`src/rtl/cpu6502_pkg.sv`:
```
// Shared CPU definitions: stack-pull sequencer states, stack page default and PSR bit positions.
package cpu6502_pkg;

  typedef enum logic [2:0] {
    ST_IDLE,
    ST_DUMMY,
    ST_PULL_P,
    ST_PULL_L,
    ST_PULL_H,
    ST_INC_PC
  } rh_state_e;

  localparam logic [7:0] STACK_PAGE_DEF = 8'h01;

  localparam int PSR_N = 7;
  localparam int PSR_V = 6;
  localparam int PSR_U = 5;
  localparam int PSR_B = 4;
  localparam int PSR_D = 3;
  localparam int PSR_I = 2;
  localparam int PSR_Z = 1;
  localparam int PSR_C = 0;

  // A PSR pulled from the stack always reads U=1 and B=0.
  function automatic logic [7:0] pulled_psr(input logic [7:0] d);
    logic [7:0] r;
    r = d;
    r[PSR_U] = 1'b1;
    r[PSR_B] = 1'b0;
    return r;
  endfunction

endpackage

```
`src/rtl/return_handler.sv`:
```
// RTI/RTS stack-pull sequencer: dummy read at S, then pulls PSR (RTI), PCL, PCH from S+1 upward.
module return_handler
  import cpu6502_pkg::*;
#(
  parameter logic [7:0] STACK_PAGE = STACK_PAGE_DEF
) (
  input  logic        clk,
  input  logic        rst_x,
  input  logic        start_rti,
  input  logic        start_rts,
  input  logic [7:0]  mem_data_in,
  output logic [15:0] mem_addr,
  output logic        mem_read,
  input  logic [7:0]  rgf_s,
  output logic [7:0]  rgf_data,
  output logic        rgf_set_psr,
  output logic        rgf_set_pcl,
  output logic        rgf_set_pch,
  output logic        rgf_pulled,
  output logic        rgf_inc_pc,
  output logic        busy,
  output logic        done
);

  rh_state_e  state;
  logic [7:0] sp;
  logic       mode_rti;
  logic [7:0] sp_inc;

  assign sp_inc = sp + 8'd1;

  always_ff @(posedge clk or negedge rst_x) begin
    if (!rst_x) begin
      state    <= ST_IDLE;
      sp       <= 8'h00;
      mode_rti <= 1'b0;
    end else begin
      case (state)
        ST_IDLE: begin
          // RTI has priority when both requests arrive together.
          if (start_rti || start_rts) begin
            state    <= ST_DUMMY;
            mode_rti <= start_rti;
            sp       <= rgf_s;
          end
        end
        ST_DUMMY:  state <= mode_rti ? ST_PULL_P : ST_PULL_L;
        ST_PULL_P: begin
          sp    <= sp_inc;
          state <= ST_PULL_L;
        end
        ST_PULL_L: begin
          sp    <= sp_inc;
          state <= ST_PULL_H;
        end
        ST_PULL_H: begin
          sp    <= sp_inc;
          state <= mode_rti ? ST_IDLE : ST_INC_PC;
        end
        ST_INC_PC: state <= ST_IDLE;
        default:   state <= ST_IDLE;
      endcase
    end
  end

  // Outputs decode the current state; rgf_data passes memory data through in the same cycle.
  always_comb begin
    mem_addr    = 16'h0000;
    mem_read    = 1'b0;
    rgf_data    = 8'h00;
    rgf_set_psr = 1'b0;
    rgf_set_pcl = 1'b0;
    rgf_set_pch = 1'b0;
    rgf_pulled  = 1'b0;
    rgf_inc_pc  = 1'b0;
    busy        = 1'b0;
    done        = 1'b0;
    case (state)
      ST_DUMMY: begin
        busy     = 1'b1;
        mem_read = 1'b1;
        mem_addr = {STACK_PAGE, sp};
      end
      ST_PULL_P: begin
        busy        = 1'b1;
        mem_read    = 1'b1;
        mem_addr    = {STACK_PAGE, sp_inc};
        rgf_pulled  = 1'b1;
        rgf_set_psr = 1'b1;
        rgf_data    = pulled_psr(mem_data_in);
      end
      ST_PULL_L: begin
        busy        = 1'b1;
        mem_read    = 1'b1;
        mem_addr    = {STACK_PAGE, sp_inc};
        rgf_pulled  = 1'b1;
        rgf_set_pcl = 1'b1;
        rgf_data    = mem_data_in;
      end
      ST_PULL_H: begin
        busy        = 1'b1;
        mem_read    = 1'b1;
        mem_addr    = {STACK_PAGE, sp_inc};
        rgf_pulled  = 1'b1;
        rgf_set_pch = 1'b1;
        rgf_data    = mem_data_in;
        done        = mode_rti;
      end
      ST_INC_PC: begin
        busy       = 1'b1;
        rgf_inc_pc = 1'b1;
        done       = 1'b1;
      end
      default: ;
    endcase
  end

endmodule
```
`config.mk`:
```
export PLATFORM = sky130hd
export DESIGN_NAME = return_handler
export DESIGN_NICKNAME = d
export VERILOG_FILES = /design/src/rtl/cpu6502_pkg.sv /design/src/rtl/return_handler.sv
export SDC_FILE = /design/constraint.sdc
export NUM_CORES = 1
export LEC_CHECK = 0
export ABC_AREA = 1
export CORE_MARGIN = 8
export CORE_UTILIZATION = 43
export CTS_CLUSTER_DIAMETER = 100
export CTS_CLUSTER_SIZE = 20
export DETAILED_ROUTE_END_ITERATION = 7
export PLACE_DENSITY_LB_ADDON = 0.2
export SYNTH_ARGS = -nofsm -noshare
export SYNTH_HDL_FRONTEND = slang
export SYNTH_SLANG_ARGS = --single-unit
```
`constraint.sdc`:
```
create_clock -name clk -period 2.9 [get_ports clk]
set_input_delay 0.29 -clock clk [delete_from_list [all_inputs] [get_ports clk]]
set_output_delay 0.29 -clock clk [all_outputs]
set_load 0.02 [all_outputs]
```
==> reports/results.tsv <==
metric	value	unit
largest family of logic cells by synthesized area	simple AND/OR/NAND/NOR gates	
RSZ-0062 raised after global routing	false	
area delta synth->final	44.5	%
Int Power	917	uW
worst setup path category	flop to primary output	
DRC viols	0	
Slew HR	61.8	%
fin. max-slew vios	0	
Placed Area	1450	sq um
All-Layer GR Usage	14.8	%
FF/Latch Area	300	sq um
Critical Path RT	2.61	ns
initial antenna violation count	0	
H-tree levels	1	
final setup TNS	0	ns
first-pass GRT wire length	5.05	mm
worst path arrival time	2.22	ns
Synth Area in Compound Gates	12.2	%
Mapped Cells	162	
routed length per instance	13.0	microns
#FFs+latches synth	12	
post-layout min period	2.51	ns
grt total ovfl	0	
antenna-violating nets left	0	
CP max-delay cell	clkdlybuf4s50_1	
simple-gate area share of the yosys netlist	37.4	%
Post-CTS Hold Fix Bufs	0	
RD Place Congestion	0.848	
Peak VDD IR	681	uV
clk_skew	0.00528	ns
CP Max Fanout	12	
Post-Syn Area	1020	sq um
# rows	17	
pin count of the biggest net entering global routing	13	
Post-CTS Setup Inserts	0	
Num CTS Buffers	3	
multi-input combinational cell area	568	sq um
Final Instance Area	1470	sq um
Final period util	86.6	%
Die Y	64.6	microns
Flop pwr share	18.8	%
synthesized-area fraction occupied by adder cells	3.69	%
Clock Latency Late Sink	0.27	ns
Post-layout nets	231	
register-to-register path setup slack	1.23	ns
Leak	0.757	nW
Syn Area/Cell	6.27	sq um
Ports	52	
1st-iter DRT viols	32	
Synth cell types	23	
worst min path class	primary input to asynchronous set/reset pin	
Cell Count, Final, Fillers Out	234	
initial core utilization	45.5	%
Fin. Hold Viols	0	
Post-CTS Resized	0	
number of port buffers	44	
DP HPWL	2.48	mm
CP Cell Sequence	inv_1 > nand3_1 > o21ai_0 > clkdlybuf4s50_1	
register area share after synthesis	29.6	%
Core Util, Final	65.7	%
mux share of post-synthesis cell area	0	%
overall power	1.96	mW
Clock Tree Buf Depth	2	
die area	4170	sq um
Setup-failing EPs final	0	
CTS tree	done	
routed wire length	3.04	mm
vias per cell	4.84	
share of layout cells above drive strength 1	4.85	%
CTS Sinks	12	
Comb pwr share	76.0	%
Max Freq	398	MHz
Crit. End Element	primary output	
placed cells	231	
Max Cap Viol	0	
CTS root buf	clkbuf_4	
core area	2230	sq um
Ant. Diodes	0	
Detailed Routing Iterations Pass 1	4	
worst slew pin tran	0.571	ns
total number of vias	1132	
status	completed	
sw frac	53.3	%
xor/xnor share of the synthesized area	0	%
clock transition at the registers of the reported paths	0.07	ns
Die Width	64.6	microns
vias in the first global route	1109	
CP Launch Type	flop	
clock power share	5.2	%
CP max stage delay	0.66	ns
number of filler cells placed in the layout	224	
synth warn	0	
Psw	1.05	mW
PwrDens	1340	nW/um^2
==> Yosys cell counts <==
library cell   n  area, sq um
nand2_2        1         6.26
ha_1           3         37.5
inv_2          1         3.75
o21bai_1       1         7.51
o22ai_1        1         6.26
buf_2          1         5.00
nand3b_1       1         7.51
nand3_1       13         65.1
a21oi_1        2         10.0
a21boi_0       1         7.51
conb_1         1         3.75
nand2_1       42          158
dfrtp_1       12          300
o21a_1         1         7.51
buf_4          7         52.6
or2_2          2         12.5
nor2_4         1         11.3
nand2_4        2         22.5
o21ai_0       15         75.1
nor2_1        26         97.6
buf_6          1         11.3
inv_1         26         97.6
a32o_1         1         10.0
==> cells in the final DEF (no fill, tap or decap), drive strengths merged, types with 2 or more instances in the layout <==
cell,Yosys,final
conb,1,7
clkbuf,0,3
nand3,13,13
a21oi,2,2
o21ai,15,15
nor2,27,27
or2,2,2
inv,27,27
clkdlybuf4s50,0,44
ha,3,3
nand2,45,45
dfrtp,12,12
==> state kept, by name (all words and copies together), names as in the netlist <==
name / cells
mode_rti: 1
sp: 8
state: 3
==> power groups by stage <==
stage	sequential [mW]	clock [mW]	combinational, mW
global placement	0.366	0	1.47
finish	0.370	0.101	1.49
detailed placement	0.370	0	1.50
CTS	0.367	0.107	1.51
global route	0.382	0.111	1.64
floorplan	0.345	0	0.932
==> per-stage QoR <==
step | worst slack (ns) | hold WS, ns
after floorplan | 1.27 | -0.00559
after global placement | 0.781 | 0.517
after detailed placement | 0.678 | 0.536
after CTS | 0.389 | 0.398
after global routing | 0.218 | 0.427
final | 0.389 | 0.381
==> kinds of logic after synthesis <==
family / Yosys count
adders and majority gates: 3
DFF: 12
AOI/OAI and AO/OA: 22
and+or+nand+nor: 88
buffers and inverters: 36
other: 1
==> layer usage <==
| metal | GRT usage, % | share of wire [%] | vias to the layer above |
|---|---|---|---|
| met4 | 1.63 | 0.43 | 0 |
| met2 | 29.2 | 54 | 32 |
| met5 | 0 | 0 | - |
| met3 | 5.84 | 6.9 | 2 |
| met1 | 14.6 | 39 | 521 |
| li1 | - | - | 577 |
==> worst max-delay path: cells and delay by family (launching register included) <==
family	cells	cell delay (ns)
buf+inv	2	0.85
simple gates	1	0.36
flops	1	0.44
compound gates	1	0.30
==> worst paths after layout <==
| kind | cells past startpoint | startpoint | to |
|---|---|---|---|
| worst max-delay path | 4 | state[2] | mem_addr[7] |
| worst min-delay path | 1 | rst_x | sp[0] |
| worst max register to register | 8 | state[2] | sp[5] |
| worst min register to register | 1 | mode_rti | mode_rti |
| max in group asynchronous | 1 | rst_x | state[1] |
| min in group clk | 1 | mode_rti | mode_rti |
==> layout make-up <==
cell class                      instances  share of cell area (%)
Multi-Input combinational cell        120                    38.7
Timing Repair Buffer                   44                    30.0
Sequential cell                        12                    20.5
Inverter                               27                    6.91
Tap cell                               28                    2.39
Clock buffer                            3                    1.53
(Power assumes the default switching activity.)
==> RTL change, RTL diff (same settings) <==
Register the inputs `start_rti`, `start_rts`, `mem_data_in` and `rgf_s` before use, cleared by the reset. The logic sees them one clock later.
--- a/src/rtl/return_handler.sv
+++ b/src/rtl/return_handler.sv
@@ -24,2 +24,21 @@
 
+  logic start_rti_q;
+  logic start_rts_q;
+  logic [7:0] mem_data_q;
+  logic [7:0] rgf_s_q;
+
+  always_ff @(posedge clk or negedge rst_x) begin
+    if (!rst_x) begin
+      start_rti_q <= '0;
+      start_rts_q <= '0;
+      mem_data_q  <= '0;
+      rgf_s_q     <= '0;
+    end else begin
+      start_rti_q <= start_rti;
+      start_rts_q <= start_rts;
+      mem_data_q  <= mem_data_in;
+      rgf_s_q     <= rgf_s;
+    end
+  end
+
   rh_state_e  state;
@@ -40,6 +59,6 @@
           // RTI has priority when both requests arrive together.
-          if (start_rti || start_rts) begin
+          if (start_rti_q || start_rts_q) begin
             state    <= ST_DUMMY;
-            mode_rti <= start_rti;
-            sp       <= rgf_s;
+            mode_rti <= start_rti_q;
+            sp       <= rgf_s_q;
           end
@@ -89,3 +108,3 @@
         rgf_set_psr = 1'b1;
-        rgf_data    = pulled_psr(mem_data_in);
+        rgf_data    = pulled_psr(mem_data_q);
       end
@@ -97,3 +116,3 @@
         rgf_set_pcl = 1'b1;
-        rgf_data    = mem_data_in;
+        rgf_data    = mem_data_q;
       end
@@ -105,3 +124,3 @@
         rgf_set_pch = 1'b1;
-        rgf_data    = mem_data_in;
+        rgf_data    = mem_data_q;
         done        = mode_rti;
Formal check against the unedited RTL: not equivalent (Yosys sat finds a counterexample within 4 cycles, from zero or initial values and one cycle with rst_x low).
==> RTL change against the original RTL <==
  * Area after synthesis up 47%
  * Fmax up 0.83%
  * Sequential cell count up 18
  * Routed wire length up 13%
  * Non-clock buffer count up 1
  * Design area up 36%
  * Setup slack better by 0.021 ns
  * Power up 20%
  * Combinational power down 5%
  * Die area up 34%
  * Sequential share of layout area up 17 points
  * Core utilization down 5.8 points
  * Largest cell class is now sequential cells
  * Highest routed layer unchanged
==> RTL change: results (changes against the original RTL) <==
----------------------------------------------------
[Min path]
  Path category of the worst min-delay check ... in -> async

[GRT]
  Pin count of the biggest net entering global routing ... 31 (+18)
  Number of antenna violations at the first check in global routing ... 0 (unchanged)
  Overall routing resource usage ... 0.139 (-0.00947)
  Via count of the first global-routing pass ... 1339 (+21%)
  First-pass GRT wire length ... 5.92 mm (+17%)

[Logic synthesis]
  Most numerous cell in the Yosys netlist ... nand2_1
  Unique cell type count in the Yosys netlist ... 29 (+26%)
  Top FF cell, synth ... dfrtp_1
  Number of warning messages in the yosys log ... 0 (unchanged)
  Average cell area after synthesis ... 8.83 µm² (+41%)
  Share of synthesized flip-flops with an asynchronous set or reset ... 1.00 (unchanged)
  Share of synthesized area occupied by flip-flops and latches ... 0.503 (+0.208)
  Top area cells in the synthesized netlist ... dfrtp_1 50%, nand2_1 9.8%, inv_1 5.0%, o21ai_0 4.7%, buf_4 3.5%
  Cell types with the highest counts after synthesis ... 39 x nand2_1, 30 x dfrtp_1, 20 x inv_1, 14 x o21ai_0, 12 x nor2_1

[CTS]
  Number of resized instances in the post-cts repair step ... 0 (unchanged)
  Longest Clk Path Bufs ... 2 (unchanged)
  H-tree level count ... 2 (+1)
  Clock transition at the registers of the reported paths ... 0.09 ns (+0.02 ns)
  TritonCTS Buffers ... 5 (+2)
  Setup Fix Bufs, Post-CTS ... 0 (unchanged)
  Clock root cell ... clkbuf_4
  Clock network latency to the later pin of the worst-skew pair ... 0.32 ns (+0.05 ns)

[Route]
  Total via count in the routed design ... 1226 (+8.3%)
  Average wire per cell in the routed design ... 13.1 µm (+0.91%)
  Starting DRC count in detailed routing ... 59 (+84%)
  Total iterations of the first detailed-routing run ... 4 (unchanged)

[Layout]
  Number of fill cells ... 309 (+38%)
  Antenna diode count ... 0 (unchanged)
  Registers with the most flip-flops ... mem_data_q: 8 flops, rgf_s_q: 8 flops, sp: 8 flops
  Share of layout cells above drive strength 1 ... 0.138 (+0.0897)
  Nets ... 237 (+2.6%)

[Worst setup path]
  End of the worst register-to-register path ... sp[3]$_DFFE_PN0P_
  Startpoint of the worst register-to-register path ... state[0]$_DFFE_PN0P_
  Largest driver fanout on the critical path ... 11 (-1)
  Number of cells traversed by the worst register-to-register path ... 8 (unchanged)
  Flop-to-flop setup slack ... 1.32 ns (+0.09 ns)
  Delay of the slowest critical-path stage ... 0.64 ns (-0.02 ns)
  Crit path max-delay cell type ... clkdlybuf4s50_1

[Power]
  Leakage dissipation ... 0.942 nW (+24%)
  Peak supply drop ... 494 µV (-28%)

[Placement]
  Worst-case setup slack after placement ... 0.782 ns (+0.104 ns)
  Port bufs ... 44 (unchanged)
  HPWL after detailed placement ... 2.66 mm (+7.1%)
  GP Congestion ... 0.810 (-4.5%)
  Post-DP Area ... 1920 µm² (+33%)

[Die]
  Overall die area ... 5610 µm² (+34%)

[Run status]
  Status ... completed

[Timing]
  Clock skew ... 0.00288 ns (-0.00240 ns)

----------------------------------------------------
[RTL change: cell count changes after synthesis, sizes merged, moves of 2 or more]
cell / change
o21ai: +5
nand3: -2
nor2: -11
a21oi: +2
buf: +2
inv: -5
ha: -2
dfrtp: +18
[RTL change: logic make-up after synthesis]
kind of cell / count (synthesis) / share of synthesized area
other cells: 1 / 0.00251
fa+ha+maj: 1 / 0.00839
flops: 30 / 0.503
compound gates: 28 / 0.115
simple gates: 75 / 0.242
buf+inv: 34 / 0.128
[RTL change: area by class of cell]
| class | count | area (µm²) | area share |
|---|---|---|---|
| clock buffers | 8 | 78.8 | 0.0394 |
| repair buffers | 45 | 448 | 0.224 |
| inverters | 23 | 91.3 | 0.0457 |
| multi-input cells | 111 | 572 | 0.286 |
| flip-flops and latches | 30 | 751 | 0.376 |
| well taps | 46 | 57.6 | 0.0288 |
[RTL change: power by group]
group	internal, mW	total (mW)	switching [mW]
Combinational	0.576	1.42	0.839
Sequential	0.517	0.638	0.121
Clock	0.165	0.300	0.135
Total	1.26	2.35	1.10
[RTL change: worst max-delay path by stage]
stage	from	to	slack [ns]	depth (start not counted)
5_1_grt	state[2]$_DFFE_PN0P_	mem_addr[2]	0.24	4
3_3_place_gp	state[2]$_DFFE_PN0P_	mem_addr[2]	0.85	4
2_1_floorplan	state[0]$_DFFE_PN0P_	done	1.23	3
6_report	state[2]$_DFFE_PN0P_	mem_addr[0]	0.41	4
4_1_cts	state[2]$_DFFE_PN0P_	mem_addr[4]	0.41	4
3_5_place_dp	state[2]$_DFFE_PN0P_	mem_addr[4]	0.78	4
[RTL change: layer usage]
metal | vias up | routed length, µm | global-route usage
met3 | 4 | 374 | 0.0719
met2 | 45 | 1690 | 0.223
li1 | 611 | - | -
met1 | 566 | 1340 | 0.150
met5 | - | 0 | 0
met4 | 0 | 37 | 0.0587
[RTL change: worst max-delay path, delay by kind of cell (launching register included)]
family | cells | cell delay (ns)
AND/OR/NAND/NOR | 1 | 0.35
flip-flops | 1 | 0.44
AO/OA/AOI/OAI | 1 | 0.31
buffers and inverters | 2 | 0.77
[RTL change: through the flow]
| step | util | std cells | hold slack, ns |
|---|---|---|---|
| after floorplan | - | 175 | -0.00559 |
| after global placement | 0.575 | 255 | 0.518 |
| after detailed placement | 0.575 | 255 | 0.528 |
| after CTS | 0.599 | 263 | 0.360 |
| after global routing | 0.599 | 263 | 0.373 |
| final | 0.599 | 263 | 0.354 |
